<file path="config.mk">
export PLATFORM = sky130hd
export DESIGN_NAME = mem_arbiter_2p
export DESIGN_NICKNAME = d
export VERILOG_FILES = /design/src/rtl/mem_arbiter_2p.sv
export SDC_FILE = /design/constraint.sdc
export NUM_CORES = 1
export LEC_CHECK = 0
export CORE_ASPECT_RATIO = 0.5
export CORE_UTILIZATION = 30
export DETAILED_ROUTE_END_ITERATION = 10
export PLACE_DENSITY_LB_ADDON = 0.2
export SLEW_MARGIN = 15
export SYNTH_ARGS = -nofsm -noshare
export SYNTH_HDL_FRONTEND = slang
export SYNTH_SLANG_ARGS = --single-unit
export TNS_END_PERCENT = 1
</file>
<file path="constraint.sdc">
create_clock -name clk -period 1.89 [get_ports clk]
set_input_delay 0.189 -clock clk [delete_from_list [all_inputs] [get_ports clk]]
set_output_delay 0.189 -clock clk [all_outputs]
set_load 0.1 [all_outputs]
</file>
<file path="src/rtl/mem_arbiter_2p.sv">
// mem_arbiter_2p: round-robin req/ack arbiter and sequencer for one shared single-port memory.
// Optional feature macro ARB_SNOOP_INV_EN: a write by one port invalidates that line in the other cache.
`default_nettype none

module mem_arbiter_2p #(
  parameter int MEM_LAT = 2
) (
  input  logic        clk,
  input  logic        rst,
  input  logic        req0,
  input  logic        we0,
  input  logic [11:0] addr0,
  input  logic [31:0] wdata0,
  output logic        ack0,
  output logic [31:0] rdata0,
  input  logic        req1,
  input  logic        we1,
  input  logic [11:0] addr1,
  input  logic [31:0] wdata1,
  output logic        ack1,
  output logic [31:0] rdata1,
  output logic        inv0_valid,
  output logic [7:0]  inv0_index,
  output logic        inv1_valid,
  output logic [7:0]  inv1_index,
  output logic [11:0] mem_address,
  output logic [31:0] mem_data,
  output logic        mem_rden,
  output logic        mem_wren,
  input  logic [31:0] mem_q,
  output logic        gnt_id
);

  typedef enum logic [1:0] {
    IDLE  = 2'd0,
    ISSUE = 2'd1,
    WAIT  = 2'd2,
    DONE  = 2'd3
  } state_t;

  localparam int               CNT_W    = 3;
  localparam logic [CNT_W-1:0] LAT_LOAD = CNT_W'(MEM_LAT);
  localparam logic [CNT_W-1:0] CNT_ONE  = CNT_W'(1);

  if (MEM_LAT < 1 || MEM_LAT > 7) begin : g_bad_lat
    $error("mem_arbiter_2p: MEM_LAT must be in 1..7");
  end

  state_t           state, state_nxt;
  logic [CNT_W-1:0] wait_cnt;
  logic             last;
  logic             winner;
  logic             grant;
  logic             capture;
  logic             lat_we;
  logic [11:0]      lat_addr;
  logic [31:0]      lat_wdata;

  // On a tie the port that did not win last time is served.
  always_comb begin
    winner = req1;
    if (req0 && req1) begin
      winner = ~last;
    end
  end

  always_ff @(posedge clk or negedge rst) begin
    if (!rst) begin
      state <= IDLE;
    end else begin
      state <= state_nxt;
    end
  end

  always_comb begin
    state_nxt = state;
    grant     = 1'b0;
    capture   = 1'b0;
    mem_rden  = 1'b0;
    mem_wren  = 1'b0;
    ack0      = 1'b0;
    ack1      = 1'b0;
    case (state)
      IDLE: begin
        if (req0 || req1) begin
          grant     = 1'b1;
          state_nxt = ISSUE;
        end
      end
      ISSUE: begin
        mem_rden  = ~lat_we;
        mem_wren  = lat_we;
        state_nxt = WAIT;
      end
      WAIT: begin
        if (wait_cnt == CNT_ONE) begin
          capture   = ~lat_we;
          state_nxt = DONE;
        end
      end
      DONE: begin
        ack0      = ~gnt_id;
        ack1      = gnt_id;
        state_nxt = IDLE;
      end
      default: state_nxt = IDLE;
    endcase
  end

  // Transaction context is frozen at grant so late changes on the request side are ignored.
  always_ff @(posedge clk or negedge rst) begin
    if (!rst) begin
      last      <= 1'b1;
      gnt_id    <= 1'b0;
      lat_we    <= 1'b0;
      lat_addr  <= 12'h000;
      lat_wdata <= 32'h0000_0000;
    end else if (grant) begin
      last      <= winner;
      gnt_id    <= winner;
      lat_we    <= winner ? we1 : we0;
      lat_addr  <= winner ? addr1 : addr0;
      lat_wdata <= winner ? wdata1 : wdata0;
    end
  end

  always_ff @(posedge clk or negedge rst) begin
    if (!rst) begin
      wait_cnt <= '0;
    end else if (state == ISSUE) begin
      wait_cnt <= LAT_LOAD;
    end else if (state == WAIT) begin
      wait_cnt <= wait_cnt - CNT_ONE;
    end
  end

  always_ff @(posedge clk or negedge rst) begin
    if (!rst) begin
      rdata0 <= 32'h0000_0000;
      rdata1 <= 32'h0000_0000;
    end else if (capture) begin
      if (gnt_id) begin
        rdata1 <= mem_q;
      end else begin
        rdata0 <= mem_q;
      end
    end
  end

  assign mem_address = lat_addr;
  assign mem_data    = lat_wdata;

`ifdef ARB_SNOOP_INV_EN
  // The invalidate rides with the writer's ack so the other cache drops its stale copy in step.
  assign inv0_valid = (state == DONE) && lat_we && gnt_id;
  assign inv1_valid = (state == DONE) && lat_we && !gnt_id;
  assign inv0_index = lat_addr[9:2];
  assign inv1_index = lat_addr[9:2];
`else
  assign inv0_valid = 1'b0;
  assign inv1_valid = 1'b0;
  assign inv0_index = 8'h00;
  assign inv1_index = 8'h00;
`endif

endmodule

`default_nettype wire
</file>
==> flow_metrics.env, run 1 <==
export IMPL_vias=4151
export IMPL_cp_slowest_cell="dfrtp_1"
export IMPL_maxCapViolCount=0
export IMPL_cts_tree="done"
export IMPL_cp_start_kind="flip-flop"
export IMPL_crit_buf_inv=2
export IMPL_r2r_slack_ns=0.12
export IMPL_crit_type="reg -> reg"
export IMPL_clockBufferDepth=2
export IMPL_fp_dieArea_mm2=0.0177
export IMPL_post_cts_setup_buffers=0
export IMPL_fillCellCount=1542
export IMPL_grt_pass1_wl_um=21600
export IMPL_first_pass_iters=4
export IMPL_grt_pass1_vias=4162
export IMPL_worst_slew_pin_slew_ns=0.583
export IMPL_grt_overflow=0
export IMPL_fin_hold_ws_ns=0.323
export IMPL_fin_nets=828
export IMPL_slew_limit_headroom=0.612
export IMPL_endpoint_kind="flip-flop"
export IMPL_rows=33
export IMPL_drc_errors=0
export IMPL_cts_sinks=116
export IMPL_synth_seq_cells=116
export IMPL_io_buffer_count=238
export IMPL_die_y_um=94.5
export IMPL_dpl_instance_area_mm2=0.00758
export IMPL_grt_max_degree=46
export IMPL_drv_slew=0
export IMPL_synthCells=446
export IMPL_core_mm2=0.0166
export IMPL_synth_top_family_by_area="multiplexers"
export IMPL_ys_warn_count=0
export IMPL_area_growth_pct=59.1
export IMPL_cts_max_level=4
export IMPL_post_cts_resized=0
export IMPL_io_pins=257
export IMPL_setup_viol=0
export IMPL_track_usage=0.156
export IMPL_synth_area_mm2=0.00514
export IMPL_cp_num_cells=6
export IMPL_fmax_ghz=0.565
export IMPL_rr_endpoint="rdata1[22]$_DFFE_PN0P_"
export IMPL_synthAdderAreaFrac=0.0170
export IMPL_drive_gt1_frac=0.336
export IMPL_required_ns=2.17
export IMPL_gp_congestion=0.740
export IMPL_fin_area_mm2=0.00818
export IMPL_avgSynthCellArea_um2=11.5
export IMPL_cp_max_fo=16
export IMPL_timing_rr_start="state[0]$_DFFE_PN0P_"
export IMPL_wl_per_cell_um=15.0
export IMPL_crit_chain="inv_1 -> ha_1 -> nand4bb_1 -> or2_2 -> buf_12 -> mux2_4"
export IMPL_ant_nets=0
export IMPL_root_buffer="clkbuf_16"
export IMPL_startpoint="state[0]$_DFFE_PN0P_"
export IMPL_clkTransAtPathRegs_ns=0.06
export IMPL_synth_compound_area_frac=0.106
export IMPL_synth_mux_area_frac=0.164
export IMPL_dp_hpwl_um=10000
export IMPL_reg2reg_depth=6
export IMPL_slowest_delay_ns=0.38
export IMPL_synthXorXnorAreaFrac=0
export IMPL_die_x_um=187
export IMPL_diodes=0
export IMPL_vias_per_cell=4.44
export IMPL_cts_hold_buf=1
export IMPL_cts_made_buffers=17
export IMPL_antenna_found_initial=0
export IMPL_ys_seq_area_frac=0.565
export IMPL_ys_types=32
export IMPL_drt_wl_total_um=14000
export IMPL_fin_crit_ns=1.77
export IMPL_status="finished clean"
export IMPL_grt_setup_unrepaired="no"
export IMPL_fin_crit_sh=0.936
export IMPL_start_util=0.310
export IMPL_arrival_ns=2.05
export IMPL_setup_tns_ns=0
export IMPL_hold_viol_final=0
export IMPL_endpoint="rdata1[22]$_DFFE_PN0P_"
export IMPL_skew_ns=0.0100
export IMPL_clkLatencyLatePin_ns=0.40
export IMPL_hold_class="in -> async"
export IMPL_synthSimpleGateAreaFrac=0.0811
export IMPL_path_delay_family="simple AND/OR/NAND/NOR gates"
export IMPL_first_iter_violations=160
-- routing by layer --
layer,share of wire,track usage,vias up
met5,0,0,-
met4,0.014,0.0526,0
met3,0.048,0.0405,14
met2,0.50,0.259,133
met1,0.44,0.200,2032
li1,-,-,1972
-- cell usage after synthesis (all sizes together) --
cell,n,share of area
nor2,48,0.035
nor2b,1,0.0012
conb,1,0.00073
mux2,65,0.16
a21bo,1,0.0019
nand4bb,1,0.0022
inv,7,0.0051
nand2,46,0.034
dfrtp,115,0.56
o32a,1,0.0019
clkbuf,10,0.0073
or2,1,0.0012
and2,2,0.0027
buf,34,0.053
nand3b,1,0.0015
o2bb2ai,1,0.0017
o21a,1,0.0015
dfstp,1,0.0051
a21boi,1,0.0022
ha,7,0.017
a31oi,2,0.0024
nand2b,1,0.0012
nor3b,1,0.0015
o21ai,4,0.0046
a21oi,92,0.090
nand3,1,0.00097
-- kinds of logic (layout without fill, tap and decap cells) --
logic type | Yosys count | in the layout
buffers and inverters | 51 | 296
DFF | 116 | 116
AOI/OAI and AO/OA | 103 | 103
and+or+nand+nor | 103 | 103
muxes | 65 | 65
other | 1 | 18
adders and majority gates | 7 | 7
-- worst register-to-register path: cells and delay by family (launching register included) --
kind,cells,cell delay [ns]
fa+ha+maj,1,0.20
buf+inv,2,0.29
flops,1,0.38
mux,1,0.31
simple gates,2,0.48
-- sequential cells by signal, summed over array words and instances (netlist names) --
name and count:
gnt_id 1, last 1, lat_we 1, mem_address 12
mem_data 32, rdata0 32, rdata1 32, state 2
wait_cnt 3
-- area by class of cell --
cell class | instances | area, µm² | share of cell area
clock inverters | 15 | 156 | 0.0191
multi-input cells | 296 | 1990 | 0.243
clock buffers | 17 | 425 | 0.0520
inverters | 7 | 26.3 | 0.00321
flip-flops and latches | 116 | 2900 | 0.355
repair buffers | 257 | 2390 | 0.293
well taps | 227 | 284 | 0.0347
-- placed cells by master, fill, tap and decap left out, types with 2 or more instances in the layout --
cell type and n:
inv_6 3, ha_1 7, inv_1 7, clkdlybuf4s50_1 124, clkinvlp_4 2, nand2_1 46
dfrtp_1 115, clkinv_4 4, clkbuf_16 17, nor2_1 46, buf_4 120, clkinv_2 4
a21oi_1 92, mux2_2 35, buf_12 12, mux2_4 30, bufinv_16 2, conb_1 18
o21ai_0 3, a31oi_1 2
-- worst min path at each step --
| stage | startpoint | to | slack, ns | cells after the start |
|---|---|---|---|---|
| after floorplan | rst | gnt_id$_DFFE_PN0P_ | -0.11 | 0 |
| after global placement | rst | rdata0[23]$_DFFE_PN0P_ | 0.21 | 1 |
| after detailed placement | rst | rdata0[23]$_DFFE_PN0P_ | 0.23 | 1 |
| after CTS | wdata0[9] | mem_data[9]$_DFFE_PN0P_ | 0.31 | 3 |
| after global routing | wdata0[19] | mem_data[19]$_DFFE_PN0P_ | 0.33 | 3 |
| final | rst | rdata0[27]$_DFFE_PN0P_ | 0.32 | 2 |
-- per-stage QoR --
step / cells / utilization / setup WS [ns]
after floorplan: 463 / - / -0.121
after global placement: 902 / 0.458 / 0.168
after detailed placement: 902 / 0.458 / 0.117
after CTS: 935 / 0.494 / 0.113
after global routing: 935 / 0.494 / 0.00983
final: 935 / 0.494 / 0.121
Power of run 1 is left out: the tool's default activity adds up to more than one toggle a clock period on the data nets, which glitch-free logic cannot reach.
==> run 2, diff against run 1 <==
Settings changed: CORE_MARGIN set to 2.
Clock period 1.89 ns to 1.8 ns, I/O delays scaled along.
==> run 2 against run 1 <==
Fmax up 3.6%; global-route usage up 0.11 points; flip-flop and latch count unchanged; cell count up 0.43%; clock skew up 0.0029 ns; die area up 3.2%; hold slack worse by 0.10 ns; worst setup slack worse by 0.029 ns; largest cell class unchanged.
==> flow_metrics.env, run 2 (synthesis gave the netlist of run 1 again) <==
export IMPL_fin_area_mm2=0.00837
export IMPL_seq_area_mm2=0.00291
export IMPL_drc_errors=0
export IMPL_cp_start_kind="flip-flop"
export IMPL_drv_slew=0
export IMPL_crit_type="reg -> reg"
export IMPL_fmax_ghz=0.585
export IMPL_vias=4205
export IMPL_clockBufferDepth=2
export IMPL_cts_made_buffers=17
export IMPL_cp_max_fo=6
export IMPL_fin_nets=832
export IMPL_dp_hpwl_um=10100
export IMPL_drive_gt1_frac=0.348
export IMPL_wl_per_cell_um=15.7
export IMPL_status="finished clean"
export IMPL_antenna_found_initial=0
export IMPL_setup_viol=0
export IMPL_cp_slowest_cell="dfrtp_1"
export IMPL_start_util=0.310
export IMPL_crit_chain="inv_2 -> ha_4 -> nand4bb_1 -> buf_4 -> nor2_4 -> buf_12 -> clkbuf_16 -> mux2_2"
export IMPL_die_x_um=189
export IMPL_rows=33
export IMPL_arrival_ns=2.00
export IMPL_grt_pass1_wl_um=22200
export IMPL_diodes=0
export IMPL_grt_overflow=0
export IMPL_fin_crit_sh=0.949
export IMPL_slowest_delay_ns=0.38
export IMPL_cts_sinks=116
export IMPL_layout_cells_most_common_list="124 x clkdlybuf4s50_1, 114 x dfrtp_1, 114 x buf_4"
export IMPL_ant_nets=0
export IMPL_fin_util=0.505
export IMPL_fillCellCount=1473
export IMPL_gp_congestion=0.718
export IMPL_rr_endpoint="rdata0[25]$_DFFE_PN0P_"
export IMPL_grt_max_degree=51
export IMPL_first_iter_violations=113
export IMPL_grt_setup_unrepaired="no"
export IMPL_place_ws_ns=0.0852
export IMPL_worst_slack_ns=0.0915
export IMPL_cts_max_level=4
export IMPL_first_pass_iters=4
export IMPL_fp_dieArea_mm2=0.0183
export IMPL_required_ns=2.09
export IMPL_clkLatencyLatePin_ns=0.41
export IMPL_track_usage=0.157
export IMPL_clkTransAtPathRegs_ns=0.06
export IMPL_multi_input_area_mm2=0.00201
export IMPL_endpoint_kind="flip-flop"
export IMPL_cts_tree="done"
export IMPL_skew_ns=0.0129
export IMPL_r2r_slack_ns=0.09
export IMPL_timing_rr_start="wait_cnt[1]$_DFFE_PN0P_"
export IMPL_io_buffer_count=238
export IMPL_dpl_instance_area_mm2=0.00765
export IMPL_fin_crit_ns=1.71
export IMPL_vias_per_cell=4.48
export IMPL_maxCapViolCount=0
export IMPL_grt_pass1_vias=4276
export IMPL_io_pins=257
export IMPL_hold_viol_final=0
export IMPL_hold_class="in -> async"
export IMPL_area_growth_pct=62.9
export IMPL_drt_wl_total_um=14800
export IMPL_die_y_um=96.5
export IMPL_reg2reg_depth=8
export IMPL_root_buffer="clkbuf_16"
export IMPL_core_mm2=0.0166
export IMPL_mostFrequentLayoutCell="clkdlybuf4s50_1"
==> run 2: cell count changes in the layout (fill, tap and decap cells not counted), sizes merged <==
| cell | before | now |
|---|---|---|
| buf | 132 | 134 |
| clkinv | 8 | 4 |
| clkinvlp | 2 | 3 |
| inv | 10 | 13 |
| clkbuf | 17 | 19 |
==> run 2: per-layer routing <==
metal / global-route usage / wire, µm / part of all wire / vias up
li1: - / - / - / 1990
met1: 0.198 / 6680 / 0.45 / 2078
met2: 0.267 / 7160 / 0.48 / 123
met3: 0.0376 / 751 / 0.051 / 14
met4: 0.0579 / 197 / 0.013 / 0
met5: 0 / 0 / 0 / -
==> run 2: what timing repair did <==
item / CTS / global route
endpoints found under the hold margin: 21 / 0
setup endpoints to repair: 0 / 58
hold buffers: 1 / 0
setup buffers: 0 / 1
resized for setup: 0 / 10
==> run 2: metrics by stage <==
step | hold WS [ns] | setup TNS, ns | instances
floorplan | -0.116 | -7.15 | 463
global placement | 0.118 | 0 | 902
detailed placement | 0.123 | 0 | 902
CTS | 0.228 | 0 | 935
global route | 0.241 | 0 | 939
finish | 0.219 | 0 | 939
==> run 2: cell type report <==
| type | instances | area share |
|---|---|---|
| flip-flops and latches | 116 | 0.347 |
| well taps | 227 | 0.0339 |
| clock buffers | 17 | 0.0508 |
| clock inverters | 15 | 0.0205 |
| multi-input cells | 296 | 0.241 |
| repair buffers | 261 | 0.304 |
| inverters | 7 | 0.00314 |
==> run 2: worst max path at each step <==
stage	startpoint	end	slack [ns]	depth (start not counted)
finish	wait_cnt[1]$_DFFE_PN0P_	rdata0[25]$_DFFE_PN0P_	0.09	8
global route	state[0]$_DFFE_PN0P_	rdata0[25]$_DFFE_PN0P_	0.006	8
detailed placement	state[0]$_DFFE_PN0P_	rdata1[27]$_DFFE_PN0P_	0.09	6
global placement	state[0]$_DFFE_PN0P_	rdata1[13]$_DFFE_PN0P_	0.11	6
floorplan	gnt_id$_DFFE_PN0P_	rdata1[10]$_DFFE_PN0P_	-0.20	5
CTS	state[1]$_DFFE_PN0P_	mem_rden	0.07	5
==> run 2: critical path: cells and delay by family, from the launching register on <==
kind | cells | cell delay (ns)
and+or+nand+nor | 2 | 0.22
buffers and inverters | 4 | 0.53
adders and majority gates | 1 | 0.13
DFF | 1 | 0.38
muxes | 1 | 0.32
Power of run 2 is left out for the same reason.
==> run 3, diff against run 2 <==
Settings changed: CORE_UTILIZATION 30 to 35, PLACE_DENSITY set to 0.7, PLACE_DENSITY_LB_ADDON 0.2 to unset.
==> run 3 against run 2 <==
Non-clock buffer count down 1; flip-flop and latch count stayed put; core utilization increased by 7.0 points; design area shrank 1.1%; critical path depth fell by 2; die area down 14%; worst setup slack lost 0.030 ns; first-iteration DRC count fell by 7.1%; sequential share of layout area rose by 0.36 points; wire length fell by 5.9%; largest cell class unchanged.
==> flow_metrics.env, run 3 (synthesis gave the netlist of run 1 again) <==
export IMPL_first_iter_violations=105
export IMPL_cts_tree="done"
export IMPL_root_buffer="clkbuf_16"
export IMPL_drt_wl_total_um=13900
export IMPL_antenna_found_initial=0
export IMPL_dp_hpwl_um=10100
export IMPL_fin_nets=831
export IMPL_clockBufferDepth=2
export IMPL_gp_congestion=0.766
export IMPL_arrival_ns=2.02
export IMPL_fp_dieArea_mm2=0.0157
export IMPL_core_mm2=0.0144
export IMPL_required_ns=2.08
export IMPL_io_pins=257
export IMPL_vias=4199
export IMPL_ant_nets=0
export IMPL_grt_pass1_wl_um=21700
export IMPL_cts_sinks=116
export IMPL_maxCapViolCount=0
export IMPL_grt_pass1_vias=4243
export IMPL_rows=31
export IMPL_cts_max_level=4
export IMPL_endpoint_kind="flip-flop"
export IMPL_clkTransAtPathRegs_ns=0.06
export IMPL_fmax_ghz=0.575
export IMPL_diodes=0
export IMPL_drv_slew=0
export IMPL_grt_max_degree=43
export IMPL_vias_per_cell=4.62
export IMPL_setup_tns_ns=0
export IMPL_status="finished clean"
export IMPL_start_util=0.357
export IMPL_hold_viol_final=0
export IMPL_drc_errors=0
export IMPL_io_buffer_count=238
export IMPL_dpl_instance_area_mm2=0.00760
export IMPL_die_x_um=175
export IMPL_skew_ns=0.0119
export IMPL_layout_cells_most_common_list="124 x clkdlybuf4s50_1, 119 x buf_4, 115 x dfrtp_1"
export IMPL_wl_per_cell_um=15.3
export IMPL_first_pass_iters=4
export IMPL_mostFrequentLayoutCell="clkdlybuf4s50_1"
export IMPL_cp_max_fo=13
export IMPL_area_growth_pct=61.1
export IMPL_cp_start_kind="flip-flop"
export IMPL_die_y_um=89.7
export IMPL_grt_overflow=0
export IMPL_drive_gt1_frac=0.342
export IMPL_track_usage=0.176
export IMPL_cts_made_buffers=17
export IMPL_clkLatencyLatePin_ns=0.41
export IMPL_fin_crit_ns=1.74
export IMPL_crit_type="reg -> reg"
export IMPL_fin_crit_sh=0.966
export IMPL_hold_class="in -> async"
export IMPL_fin_area_mm2=0.00828
export IMPL_reg2reg_depth=6
export IMPL_setup_viol=0
export IMPL_grt_setup_unrepaired="yes"
==> run 3: area by class of cell <==
cell class,instances,area (µm²)
well taps,198,248
clock inverters,14,226
multi-input cells,296,2000
inverters,7,26.3
flip-flops and latches,116,2900
clock buffers,17,425
fillers,1232,6110
repair buffers,260,2450
==> run 3: final timing paths <==
| check | end | from | slack [ns] |
|---|---|---|---|
| setup / recovery | rdata1[8]$_DFFE_PN0P_ | state[0]$_DFFE_PN0P_ | 0.06 |
| min in group clk | mem_data[15]$_DFFE_PN0P_ | wdata0[15] | 0.31 |
| hold / removal | mem_data[7]$_DFFE_PN0P_ | rst | 0.29 |
| setup reg to reg | rdata1[8]$_DFFE_PN0P_ | state[0]$_DFFE_PN0P_ | 0.06 |
| max in group asynchronous | mem_address[1]$_DFFE_PN0P_ | rst | 0.87 |
| hold reg to reg | rdata0[29]$_DFFE_PN0P_ | rdata0[29]$_DFFE_PN0P_ | 0.51 |
==> run 3: stage by stage <==
step           hold WS, ns   util  instances  setup WS [ns]
2_1_floorplan       -0.116      -        463         -0.203
3_3_place_gp         0.163  0.528        876         0.0566
3_5_place_dp         0.163  0.528        876       -0.00584
4_1_cts              0.283  0.574        908         0.0258
5_1_grt              0.303  0.575        908       -0.00255
6_report             0.286  0.575        908         0.0617
==> run 3: critical path, stage by stage (launching register included) <==
cell and delay [ns]:
dfrtp_1 0.38, inv_2 0.08, ha_2 0.19, nand4bb_1 0.12, or2_2 0.35, buf_6 0.19, mux2_4 0.31
==> run 3: per-layer routing <==
metal,vias up,GRT usage,routed length (µm)
met5,-,0,0
li1,1985,-,-
met3,28,0.0476,757
met1,2047,0.211,5780
met4,0,0.0803,405
met2,139,0.307,6970
==> run 3: repair_timing <==
action                     in CTS  in global routing
hold buffers                    1                  0
hold endpoints to repair       28                  0
gates resized for setup         1                  5
pin swaps                       0                  1
buffers inserted                0                  0
setup endpoints to repair       2                 64
Power of run 3 is left out for the same reason.
==> RTL edit 1: new RTL, settings of run 1 <==
Re-encode `state_t` (4 states) as Gray code, 2 bits wide.
--- a/src/rtl/mem_arbiter_2p.sv
+++ b/src/rtl/mem_arbiter_2p.sv
@@ -33,8 +33,8 @@
 
   typedef enum logic [1:0] {
-    IDLE  = 2'd0,
-    ISSUE = 2'd1,
-    WAIT  = 2'd2,
-    DONE  = 2'd3
+    IDLE  = 2'b00,
+    ISSUE = 2'b01,
+    WAIT  = 2'b11,
+    DONE  = 2'b10
   } state_t;
 
Check against the original RTL: same outputs for any inputs over 4 cycles, from zero or initial values and one cycle with rst low; so few cycles prove little.
==> RTL edit 1 against run 1 <==
First-iteration DRC count decreased by 51%. Setup slack got worse by 17 ps. Sequential cell count unchanged. Final area rose by 2.0%. Cell count is 10% lower. Die area grew 1.2%. Wire length fell by 11%. Area after synthesis grew 1.3%. Non-clock buffer count up 2. Hold slack lost 23 ps. Highest routed layer unchanged.
Power is left out: the tool's default activity adds up to more than one toggle a clock period on the data nets, which glitch-free logic cannot reach.
==> RTL edit 1: results <==
[cells_and_area]
fillers = 1490
layout-drive-gt1-share = 0.538
final_nets = 725

[placement]
dp_hpwl_um = 9310
dpl_worst_slack_ps = -93.0
place_congestion = 0.714
placed_cells = 804

[logic_synthesis]
synth.area.top_cells = "dfrtp_1 (55%), mux2_2 (27%), mux2_4 (8.7%), buf_4 (2.6%), buf_2 (1.3%)"
synth.distinct_cells = 26
syn_avg_cell_area_um2 = 15.3
ys_seq_area_frac = 0.558
yosys_warnings = 0
synthTopCellsByCount = "mux2_2 (126), dfrtp_1 (115), mux2_4 (30)"

[routing]
drt_iter0_markers = 79
avgViaCountPerCell = 4.28
wl_met1_um = 4910
wl_met3_um = 536
wl_per_cell_um = 14.8
via_count = 3584
route.met2.wl_um = 6870

[global_routing]
grt_util_met3 = 0.0386
grt_pass1_wl_um = 19700
grt.met2_usage = 0.266
grtUsageTotal = 0.142
grt_max_degree = 37
grt_pass1_vias = 3757
grt_use_met1 = 0.159

[clock_tree]
cts_buffers = 17

[setup_path]
max_stage_delay_ps = 530
slowest_stage = "or4b_4"

[outcome]
status = "complete, no violations"
-- RTL edit 1: cell count changes in the layout (fill, tap and decap cells not counted), sizes merged, moves of 3 or more --
cell / change
nand2: -43
mux2: +91
ha: -5
a21oi: -91
nor2: -44
inv: -3
clkinv: -3
nor3: +3
-- RTL edit 1: layout make-up --
cell class | count | share of cell area
Inverter | 3 | 0.00135
Clock buffer | 19 | 0.0531
Timing Repair Buffer | 259 | 0.287
Multi-Input combinational cell | 200 | 0.255
Sequential cell | 116 | 0.348
Clock inverter | 13 | 0.0207
Tap cell | 227 | 0.0341
-- RTL edit 1: final timing paths --
check / slack [ps] / to / start
min in group clk: 430 / rdata0[16]$_DFFE_PN0P_ / mem_q[16]
setup / recovery: 100 / rdata0[17]$_DFFE_PN0P_ / wait_cnt[1]$_DFFE_PN0P_
setup reg to reg: 100 / rdata0[17]$_DFFE_PN0P_ / wait_cnt[1]$_DFFE_PN0P_
hold reg to reg: 500 / rdata0[23]$_DFFE_PN0P_ / rdata0[23]$_DFFE_PN0P_
hold / removal: 300 / rdata1[3]$_DFFE_PN0P_ / rst
max in group asynchronous: 980 / rdata0[0]$_DFFE_PN0P_ / rst
-- RTL edit 1: cell families after synthesis --
logic type	synth area share
buf+inv	0.0503
flops	0.558
mux	0.359
other cells	0.000721
fa+ha+maj	0.00481
compound gates	0.00914
simple gates	0.0178
-- RTL edit 1: worst reg2reg max path: cells and delay by family, from the launching register on --
family                   cells  cell delay [ps]
adder cells (fa/ha/maj)      1              140
buffers and inverters        2              260
flip-flops                   1              370
multiplexers                 1              300
AND/OR/NAND/NOR              2              590
-- RTL edit 1: timing repair --
| action | in CTS | in global routing |
|---|---|---|
| hold buffers | 1 | 0 |
| gates resized for setup | 7 | 0 |
| endpoints found under the hold margin | 31 | 0 |
| setup endpoints to repair | 32 | 0 |
==> RTL edit 2: new RTL, flow settings as in run 1 <==
Without the edit above. Add a define of `ARB_SNOOP_INV_EN`.
--- a/src/rtl/mem_arbiter_2p.sv
+++ b/src/rtl/mem_arbiter_2p.sv
@@ -2,4 +2,6 @@
 // Optional feature macro ARB_SNOOP_INV_EN: a write by one port invalidates that line in the other cache.
 `default_nettype none
+
+`define ARB_SNOOP_INV_EN
 
 module mem_arbiter_2p #(
Function: changed (a bounded check fails within 4 cycles, from zero or initial values and one cycle with rst low).
==> RTL edit 2 against run 1 <==
Sequential cell count is the same. Final area grew 1.6%. Setup slack lost 44 ps. Area after synthesis is essentially flat. Count of clock-buffer cells in the layout is the same. Wire length grew 1.9%. Critical endpoint is now rdata1[5]$_DFFE_PN0P_.
Power is left out: the tool's default activity adds up to more than one toggle a clock period on the data nets, which glitch-free logic cannot reach.
==> RTL edit 2: results <==
[routing]
wl_per_cell_um = 15.2
drt_iter0_markers = 164
avgViaCountPerCell = 4.49
wl_met1_um = 6120
wl_um = 14300
route.met2.wl_um = 7280
wl_met3_um = 711

[setup_path]
arrival_ps = 2090
r2r_slack_ps = 80
max_stage_delay_ps = 420
cp_max_fo = 32

[placement]
portBuffers = 256
placed_area_um2 = 7630
dpl_worst_slack_ps = -201
place_congestion = 0.715
dp_hpwl_um = 9650
placed_cells = 901

[clock_tree]
post_cts_buffers = 0

[logic_synthesis]
syn_nets = 578
yosys_warnings = 0
ys_seq_area_frac = 0.565
synth.area.top_cells = "dfrtp_1 (56%), a21oi_1 (9.0%), mux2_4 (8.8%), mux2_2 (7.7%), nor2_1 (3.5%)"
synth.area.mux_share = 0.164
synth_compound_area_frac = 0.106
synth_xor_area_frac = 0
netlist_instances = 445

[global_routing]
grtUsageTotal = 0.160
grt_use_met1 = 0.191
grt_pass1_wl_um = 22200
grt_util_met3 = 0.0379
grt_pass1_vias = 4227

[cells_and_area]
clkbuf_count = 17
sh_seq_area = 0.350
multi_input_area_share = 0.235
fillers = 1486
buffer_area_frac = 0.303
clockNetworkAreaShare = 0.0746
nonClockBufferCount = 273
comb.multi_input.count = 280
layout-drive-gt1-share = 0.364

[outcome]
status = "complete, no violations"

[sta]
finClkSkew_ps = 13.0
hold_slack_ps = 282
finalCritPeriodShare = 0.959
slew_headroom = 0.484
## RTL edit 2: repair_timing
item | in CTS | in global routing
setup endpoints to repair | 0 | 75
endpoints found under the hold margin | 26 | 0
gates resized for setup | 0 | 5
hold buffers | 1 | 0
## RTL edit 2: kinds of logic (layout without fill, tap and decap cells)
logic type | Yosys count | count (layout)
AO/OA/AOI/OAI | 103 | 103
adder cells (fa/ha/maj) | 7 | 7
buffers and inverters | 49 | 312
flip-flops | 116 | 116
multiplexers | 65 | 65
AND/OR/NAND/NOR | 105 | 105
## RTL edit 2: final timing paths
path	cells after the start	to
min reg2reg	1	rdata0[18]$_DFFE_PN0P_
min in group clk	3	mem_data[2]$_DFFE_PN0P_
max	6	rdata1[5]$_DFFE_PN0P_
min	2	rdata1[2]$_DFFE_PN0P_
max in group asynchronous	3	rdata0[27]$_DFFE_PN0P_
max reg2reg	6	rdata1[5]$_DFFE_PN0P_
